===== src/rtl/kbd_event_ctrl_if.sv =====
// rtl/kbd_event_ctrl_if.sv - receiver-side handshake and key-event bundle for kbd_event_ctrl
//
// Purpose: groups the PS/2 receiver FIFO handshake and the key-event strobe
//          into one bundle so the sequencer and its neighbours share a single port.
// Signals:
//   kb_ready      receiver FIFO non-empty
//   kb_data       receiver FIFO head byte
//   kb_overflow   receiver overflow flag
//   kb_nextdata_n active-low pop strobe back to the receiver
//   evt_valid     one-cycle key event strobe
//   evt_code      scan code of the last event (held between events)
//   evt_ext       last event was E0-prefixed
//   evt_break     last event was a release (F0-prefixed)
// Modports:
//   master  the sequencer (consumes FIFO bytes, produces events)
//   slave   the receiver/consumer side

interface kbd_event_ctrl_if;
   logic       kb_ready;
   logic [7:0] kb_data;
   logic       kb_overflow;
   logic       kb_nextdata_n;
   logic       evt_valid;
   logic [7:0] evt_code;
   logic       evt_ext;
   logic       evt_break;

   modport master (
      input  kb_ready, kb_data, kb_overflow,
      output kb_nextdata_n, evt_valid, evt_code, evt_ext, evt_break
   );

   modport slave (
      output kb_ready, kb_data, kb_overflow,
      input  kb_nextdata_n, evt_valid, evt_code, evt_ext, evt_break
   );
endinterface


===== src/rtl/kbd_event_ctrl.sv =====
// rtl/kbd_event_ctrl.sv - PS/2 scan-code sequencer producing clean make/break key events
//
// Purpose: pops bytes from the ps2_keyboard FIFO (IDLE -> POP -> GAP), parses
//          E0/F0 prefixes, emits one event per make/break code, tracks the
//          held key, counts make events and records receiver overflow.
// Parameters:
//   CNT_W    width of key_count
//   TIMEOUT  idle cycles after which a pending prefix is dropped (>= 2)
// Ports:
//   clk          clock
//   clr          asynchronous active-high reset
//   kb           kbd_event_ctrl_if.master (FIFO handshake + event outputs)
//   held_code    last pressed, unreleased key (0 = none)
//   held_ext     extended flag of held_code
//   key_count    make events emitted, modulo 2^CNT_W
//   err_overflow sticky receiver overflow flag
//   err_clr      clears err_overflow (overflow set has priority)
// Build option:
//   KBD_TYPEMATIC_FILTER_EN  suppress make events that repeat the held key

module kbd_event_ctrl #(
   parameter int CNT_W   = 8,
   parameter int TIMEOUT = 1_000_000
) (
   input  logic                 clk,
   input  logic                 clr,
   kbd_event_ctrl_if.master     kb,
   output logic [7:0]           held_code,
   output logic                 held_ext,
   output logic [CNT_W-1:0]     key_count,
   output logic                 err_overflow,
   input  logic                 err_clr
);

   localparam int TW = $clog2(TIMEOUT + 1);

   typedef enum logic [1:0] {S_IDLE, S_POP, S_GAP} state_t;

   state_t           state_q, state_d;
   logic [7:0]       byte_q, byte_d;
   logic             ext_pend_q, ext_pend_d;
   logic             brk_pend_q, brk_pend_d;
   logic [TW-1:0]    tmo_q, tmo_d;
   logic             nextdata_n_q, nextdata_n_d;
   logic             evt_valid_q, evt_valid_d;
   logic [7:0]       evt_code_q, evt_code_d;
   logic             evt_ext_q, evt_ext_d;
   logic             evt_break_q, evt_break_d;
   logic [7:0]       held_code_q, held_code_d;
   logic             held_ext_q, held_ext_d;
   logic [CNT_W-1:0] key_count_q, key_count_d;
   logic             err_q, err_d;

   logic             held_match;
   logic             repeat_hit;

   // Current byte with its pending ext flag names the key already held.
   assign held_match = (byte_q == held_code_q) && (ext_pend_q == held_ext_q);

`ifdef KBD_TYPEMATIC_FILTER_EN
   assign repeat_hit = held_match;
`else
   assign repeat_hit = 1'b0;
`endif

   // State register
   always_ff @(posedge clk or posedge clr) begin
      if (clr) state_q <= S_IDLE;
      else     state_q <= state_d;
   end

   // Next-state logic
   always_comb begin
      state_d = state_q;
      case (state_q)
         S_IDLE:  if (kb.kb_ready) state_d = S_POP;
         S_POP:   state_d = S_GAP;
         S_GAP:   state_d = S_IDLE;
         default: state_d = S_IDLE;
      endcase
   end

   // Output / datapath next-state logic
   always_comb begin
      byte_d       = byte_q;
      ext_pend_d   = ext_pend_q;
      brk_pend_d   = brk_pend_q;
      tmo_d        = tmo_q;
      // Registered strobe: low for exactly the cycle spent in POP.
      nextdata_n_d = (state_d != S_POP);
      evt_valid_d  = 1'b0;
      evt_code_d   = evt_code_q;
      evt_ext_d    = evt_ext_q;
      evt_break_d  = evt_break_q;
      held_code_d  = held_code_q;
      held_ext_d   = held_ext_q;
      key_count_d  = key_count_q;
      err_d        = err_q;

      case (state_q)
         S_IDLE: begin
            if (kb.kb_ready) begin
               byte_d = kb.kb_data;
               tmo_d  = '0;
            end else if (ext_pend_q || brk_pend_q) begin
               // Counter only advances while a prefix is waiting on an empty FIFO.
               if (tmo_q == TW'(TIMEOUT - 1)) begin
                  ext_pend_d = 1'b0;
                  brk_pend_d = 1'b0;
                  tmo_d      = '0;
               end else begin
                  tmo_d = tmo_q + TW'(1);
               end
            end
         end
         S_POP: begin
            if (byte_q == 8'hE0) begin
               ext_pend_d = 1'b1;
            end else if (byte_q == 8'hF0) begin
               brk_pend_d = 1'b1;
            end else begin
               ext_pend_d = 1'b0;
               brk_pend_d = 1'b0;
               if (brk_pend_q) begin
                  evt_valid_d = 1'b1;
                  evt_code_d  = byte_q;
                  evt_ext_d   = ext_pend_q;
                  evt_break_d = 1'b1;
                  // Releasing some other key leaves the held key alone.
                  if (held_match) begin
                     held_code_d = 8'h00;
                     held_ext_d  = 1'b0;
                  end
               end else if (!repeat_hit) begin
                  evt_valid_d = 1'b1;
                  evt_code_d  = byte_q;
                  evt_ext_d   = ext_pend_q;
                  evt_break_d = 1'b0;
                  held_code_d = byte_q;
                  held_ext_d  = ext_pend_q;
                  key_count_d = key_count_q + CNT_W'(1);
               end
            end
         end
         default: ;
      endcase

      // Lost bytes make any pending prefix meaningless.
      if (kb.kb_overflow) begin
         ext_pend_d = 1'b0;
         brk_pend_d = 1'b0;
         tmo_d      = '0;
      end

      if (kb.kb_overflow) err_d = 1'b1;
      else if (err_clr)   err_d = 1'b0;
   end

   // Datapath registers
   always_ff @(posedge clk or posedge clr) begin
      if (clr) begin
         byte_q       <= 8'h00;
         ext_pend_q   <= 1'b0;
         brk_pend_q   <= 1'b0;
         tmo_q        <= '0;
         nextdata_n_q <= 1'b1;
         evt_valid_q  <= 1'b0;
         evt_code_q   <= 8'h00;
         evt_ext_q    <= 1'b0;
         evt_break_q  <= 1'b0;
         held_code_q  <= 8'h00;
         held_ext_q   <= 1'b0;
         key_count_q  <= '0;
         err_q        <= 1'b0;
      end else begin
         byte_q       <= byte_d;
         ext_pend_q   <= ext_pend_d;
         brk_pend_q   <= brk_pend_d;
         tmo_q        <= tmo_d;
         nextdata_n_q <= nextdata_n_d;
         evt_valid_q  <= evt_valid_d;
         evt_code_q   <= evt_code_d;
         evt_ext_q    <= evt_ext_d;
         evt_break_q  <= evt_break_d;
         held_code_q  <= held_code_d;
         held_ext_q   <= held_ext_d;
         key_count_q  <= key_count_d;
         err_q        <= err_d;
      end
   end

   assign kb.kb_nextdata_n = nextdata_n_q;
   assign kb.evt_valid     = evt_valid_q;
   assign kb.evt_code      = evt_code_q;
   assign kb.evt_ext       = evt_ext_q;
   assign kb.evt_break     = evt_break_q;
   assign held_code        = held_code_q;
   assign held_ext         = held_ext_q;
   assign key_count        = key_count_q;
   assign err_overflow     = err_q;

endmodule

===== src/flat_wrapper.sv =====
// flat-port wrapper written by rule: the top's interface ports become plain ports
module kbd_event_ctrl_flat 
#(
   parameter int CNT_W   = 8,
   parameter int TIMEOUT = 1_000_000
)
  (clk, clr, held_code, held_ext, key_count, err_overflow, err_clr, kb_kb_ready, kb_kb_data, kb_kb_overflow, kb_kb_nextdata_n, kb_evt_valid, kb_evt_code, kb_evt_ext, kb_evt_break);
  kbd_event_ctrl_if kb_i ();
  input  logic clk;
  input  logic clr;
  output logic [7:0] held_code;
  output logic held_ext;
  output logic [CNT_W-1:0] key_count;
  output logic err_overflow;
  input  logic err_clr;
  input wire logic [$bits(kb_i.kb_ready)-1:0] kb_kb_ready;
  input wire logic [$bits(kb_i.kb_data)-1:0] kb_kb_data;
  input wire logic [$bits(kb_i.kb_overflow)-1:0] kb_kb_overflow;
  output wire logic [$bits(kb_i.kb_nextdata_n)-1:0] kb_kb_nextdata_n;
  output wire logic [$bits(kb_i.evt_valid)-1:0] kb_evt_valid;
  output wire logic [$bits(kb_i.evt_code)-1:0] kb_evt_code;
  output wire logic [$bits(kb_i.evt_ext)-1:0] kb_evt_ext;
  output wire logic [$bits(kb_i.evt_break)-1:0] kb_evt_break;
  assign kb_i.kb_ready = kb_kb_ready;
  assign kb_i.kb_data = kb_kb_data;
  assign kb_i.kb_overflow = kb_kb_overflow;
  assign kb_kb_nextdata_n = kb_i.kb_nextdata_n;
  assign kb_evt_valid = kb_i.evt_valid;
  assign kb_evt_code = kb_i.evt_code;
  assign kb_evt_ext = kb_i.evt_ext;
  assign kb_evt_break = kb_i.evt_break;
  kbd_event_ctrl #(.CNT_W(CNT_W), .TIMEOUT(TIMEOUT)) u_core (.clk(clk), .clr(clr), .kb(kb_i), .held_code(held_code), .held_ext(held_ext), .key_count(key_count), .err_overflow(err_overflow), .err_clr(err_clr));
endmodule

===== config.mk =====
export PLATFORM = sky130hd
export DESIGN_NAME = kbd_event_ctrl_flat
export DESIGN_NICKNAME = d
export VERILOG_FILES = /design/src/rtl/kbd_event_ctrl_if.sv /design/src/rtl/kbd_event_ctrl.sv /design/src/flat_wrapper.sv
export SDC_FILE = /design/constraint.sdc
export NUM_CORES = 1
export LEC_CHECK = 0
export CORE_ASPECT_RATIO = 1.5
export CORE_MARGIN = 1
export CORE_UTILIZATION = 58
export DETAILED_ROUTE_END_ITERATION = 16
export PLACE_DENSITY = 0.95
export SETUP_SLACK_MARGIN = 0.2
export SYNTH_ARGS = -nofsm -noshare
export SYNTH_HDL_FRONTEND = slang
export SYNTH_SLANG_ARGS = --single-unit

===== constraint.sdc =====
create_clock -name clk -period 4.28 [get_ports clk]
set_clock_uncertainty 0.05 [all_clocks]
set_input_delay 1.07 -clock clk [delete_from_list [all_inputs] [get_ports clk]]
set_output_delay 1.07 -clock clk [all_outputs]
set_load 0.01 [all_outputs]

==> impl_metrics.tcl <==
set metrics [dict create \
    status "finished, final reports clean" \
    comb_power_share 0.287 \
    yosysMostFrequentCell "dfrtp_1" \
    cts_made_buffers 9 \
    min_period_ns 3.06 \
    cts.sinks 62 \
    critPathKind "input pin to flip-flop" \
    grt_pass1_vias 2218 \
    cap_violations 0 \
    internal-power_mw 1.30 \
    fp.dieH_um 88.6 \
    tns_ns 0 \
    yosysUniqueCellTypes 42 \
    die_w_um 59.7 \
    cp.arrival_ns 3.22 \
    p_leak_nw 1.52 \
    grt_pass1_wl_um 10400 \
    dpl-instance-area_sq_mm 0.00338 \
    cp_top_family "compound AO/OA/AOI/OAI gates" \
    synth_area_sq_mm 0.00290 \
    vias_per_cell 5.90 \
    maxSlewHeadroom 0.434 \
    post-route-util 0.742 \
    rows 31 \
    final_nets 333 \
    postCtsSetupBuffers 0 \
    io_buffers 42 \
    hold_class "flip-flop to flip-flop" \
    setup_viol 0 \
    start_util 0.602 \
    crit_buf_inv 1 \
    synth_top_cell_area_share 0.527 \
    p_seq_frac 0.449 \
    cp_max_fo 24 \
    end_kind "flip-flop" \
    ys_seq_area_frac 0.536 \
    drc 0 \
    crit_chain "clkdlybuf4s50_1, or2_1, o32ai_4, nor4_1, xnor2_1, nor2_1" \
    fmax_mhz 327 \
    grt_use_total 0.272 \
    clk_latency_ns 0.34 \
    pin_count 43 \
    antenna_left 0 \
    max-vdd-ir-drop_mv 0.288 \
    syn-num-nets 285 \
    clockBufferDepth 2 \
    vias 2291 \
    switching_share 0.309 \
    cts_root_buffer "clkbuf_8" \
    drive_gt1_frac 0.130 \
    cts.hold.buffers_added 0 \
    crit_slowest_cell "o32ai_4" \
    coreArea_sq_mm 0.00481 \
    gp_congestion 0.866 \
    cp.required_ns 4.44 \
    multi_input_area_sq_mm 0.00128 \
    antenna_cells 0 \
    cts_tree "yes" \
    grt_overflow 0 \
    routedWlPerCell_um 16.8 \
    ys_warn_count 0 \
    synth_edf_count 0 \
    r2r_slack_ns 2.03 \
    timing.critical_path.from_type "input pin" \
    cpPeakStageDelay_ns 0.74 \
    max_slew.worst_pin.slew_ns 0.849 \
    synth_area_leaders "dfrtp_1 53%, mux2_2 6.2%, xnor2_1 6.0%, nand2_1 4.8%, nor2_1 3.0%" \
    netlist_instances 270 \
    dp_hpwl_um 4660 \
    ys_ff_latch 62 \
    cts.clk_slew.worst_paths_ns 0.07 \
    dr.first_iter.drc_count 130 \
    syn_area_per_cell_sq_um 10.7 \
    cts_resized 0 \
    synthArstFlopShare 1.00 \
    fillerInstances 332 \
    dr.pass1.iters 4 \
    final_cell_area_sq_mm 0.00357 \
    seq_area_sq_mm 0.00155 \
    drv_slew 0 \
    power_switching_mw 0.580 \
    p_per_area_mw_per_mm2 525 \
    synth_common_cells "61 x dfrtp_1, 37 x nand2_1, 23 x nor2_1, 20 x xnor2_1, 16 x mux2_2" \
    synthFlopType "dfrtp_1" \
    antenna_found_initial 0 \
    grt_start_max_net_pins 35 \
    rsz0062_at_grt "false" \
    areaGrowthSynthToFinish_pct 23.2 \
    yosysTopAreaCell "dfrtp_1" \
    hold_viol 0 \
    dieArea_sq_mm 0.00529 \
    period_share 0.715 \
    wl_um 6540 \
    htreeDepth 3 \
    power_mw 1.88 \
    pwr-share-clk 0.264 \
]
final timing paths:
check	from	end	cells past startpoint
worst min register to register	u_core.key_count[7]	u_core.key_count[7]	1
min in group asynchronous	clr	u_core.key_count[3]	2
worst min-delay path	u_core.key_count[7]	u_core.key_count[7]	1
max in group asynchronous	clr	u_core.kb.kb_nextdata_n	3
worst max register to register	u_core.tmo_q[0]	u_core.tmo_q[14]	6
worst max-delay path	kb_kb_overflow	u_core.tmo_q[17]	6
kinds of logic after synthesis:
kind of cell,Yosys count,synth area share
simple gates,118,0.214
flops,62,0.536
compound gates,29,0.0708
xor+xnor,28,0.0847
mux,16,0.0622
buf+inv,15,0.0233
fa+ha+maj,2,0.00864
sequential cells by signal, indices dropped and copies added, names as in the netlist, 2 cells and up:
signal,cells
u_core.state_q,2
u_core.kb.evt_code,8
u_core.tmo_q,20
u_core.byte_q,8
u_core.held_code,8
u_core.key_count,8
stage by stage:
stage                     setup slack (ns)  std cells  hold slack, ns
after floorplan                       1.62        270           0.430
after global placement               0.964        373           0.412
after detailed placement             0.895        373           0.429
after CTS                             1.26        388           0.439
after global routing                  1.04        388           0.470
final                                 1.22        388           0.436
cell usage in the layout (no fill, tap or decap), drive strengths merged, types with 11 or more instances in the layout:
master,count
clkdlybuf4s50,42
nand2,37
clkbuf,11
nand3,13
nor4,12
o21ai,15
xnor2,20
nor2,24
dfrtp,61
mux2,16
layer usage:
metal / global-route usage / up-vias / routed length, um
li1: - / 1043 / -
met2: 0.448 / 111 / 3490
met1: 0.307 / 1115 / 2460
met4: 0.159 / 0 / 243
met5: 0 / - / 0
met3: 0.0833 / 22 / 344
layout make-up:
cell class / count / area share
Tap cell: 66 / 0.0231
Sequential cell: 62 / 0.435
Timing Repair Buffer: 45 / 0.124
Clock buffer: 11 / 0.0396
Multi-Input combinational cell: 193 / 0.358
Clock inverter: 4 / 0.0133
Inverter: 7 / 0.00736
power groups by stage:
stage               sequential (mW)  clock, mW  combinational, mW
floorplan                     0.867          0              0.228
global placement              0.836          0              0.514
detailed placement            0.849          0              0.535
CTS                           0.839      0.503              0.542
global route                  0.855      0.528              0.585
finish                        0.843      0.494              0.539
Note: power is estimated with default switching activity, not from simulation.
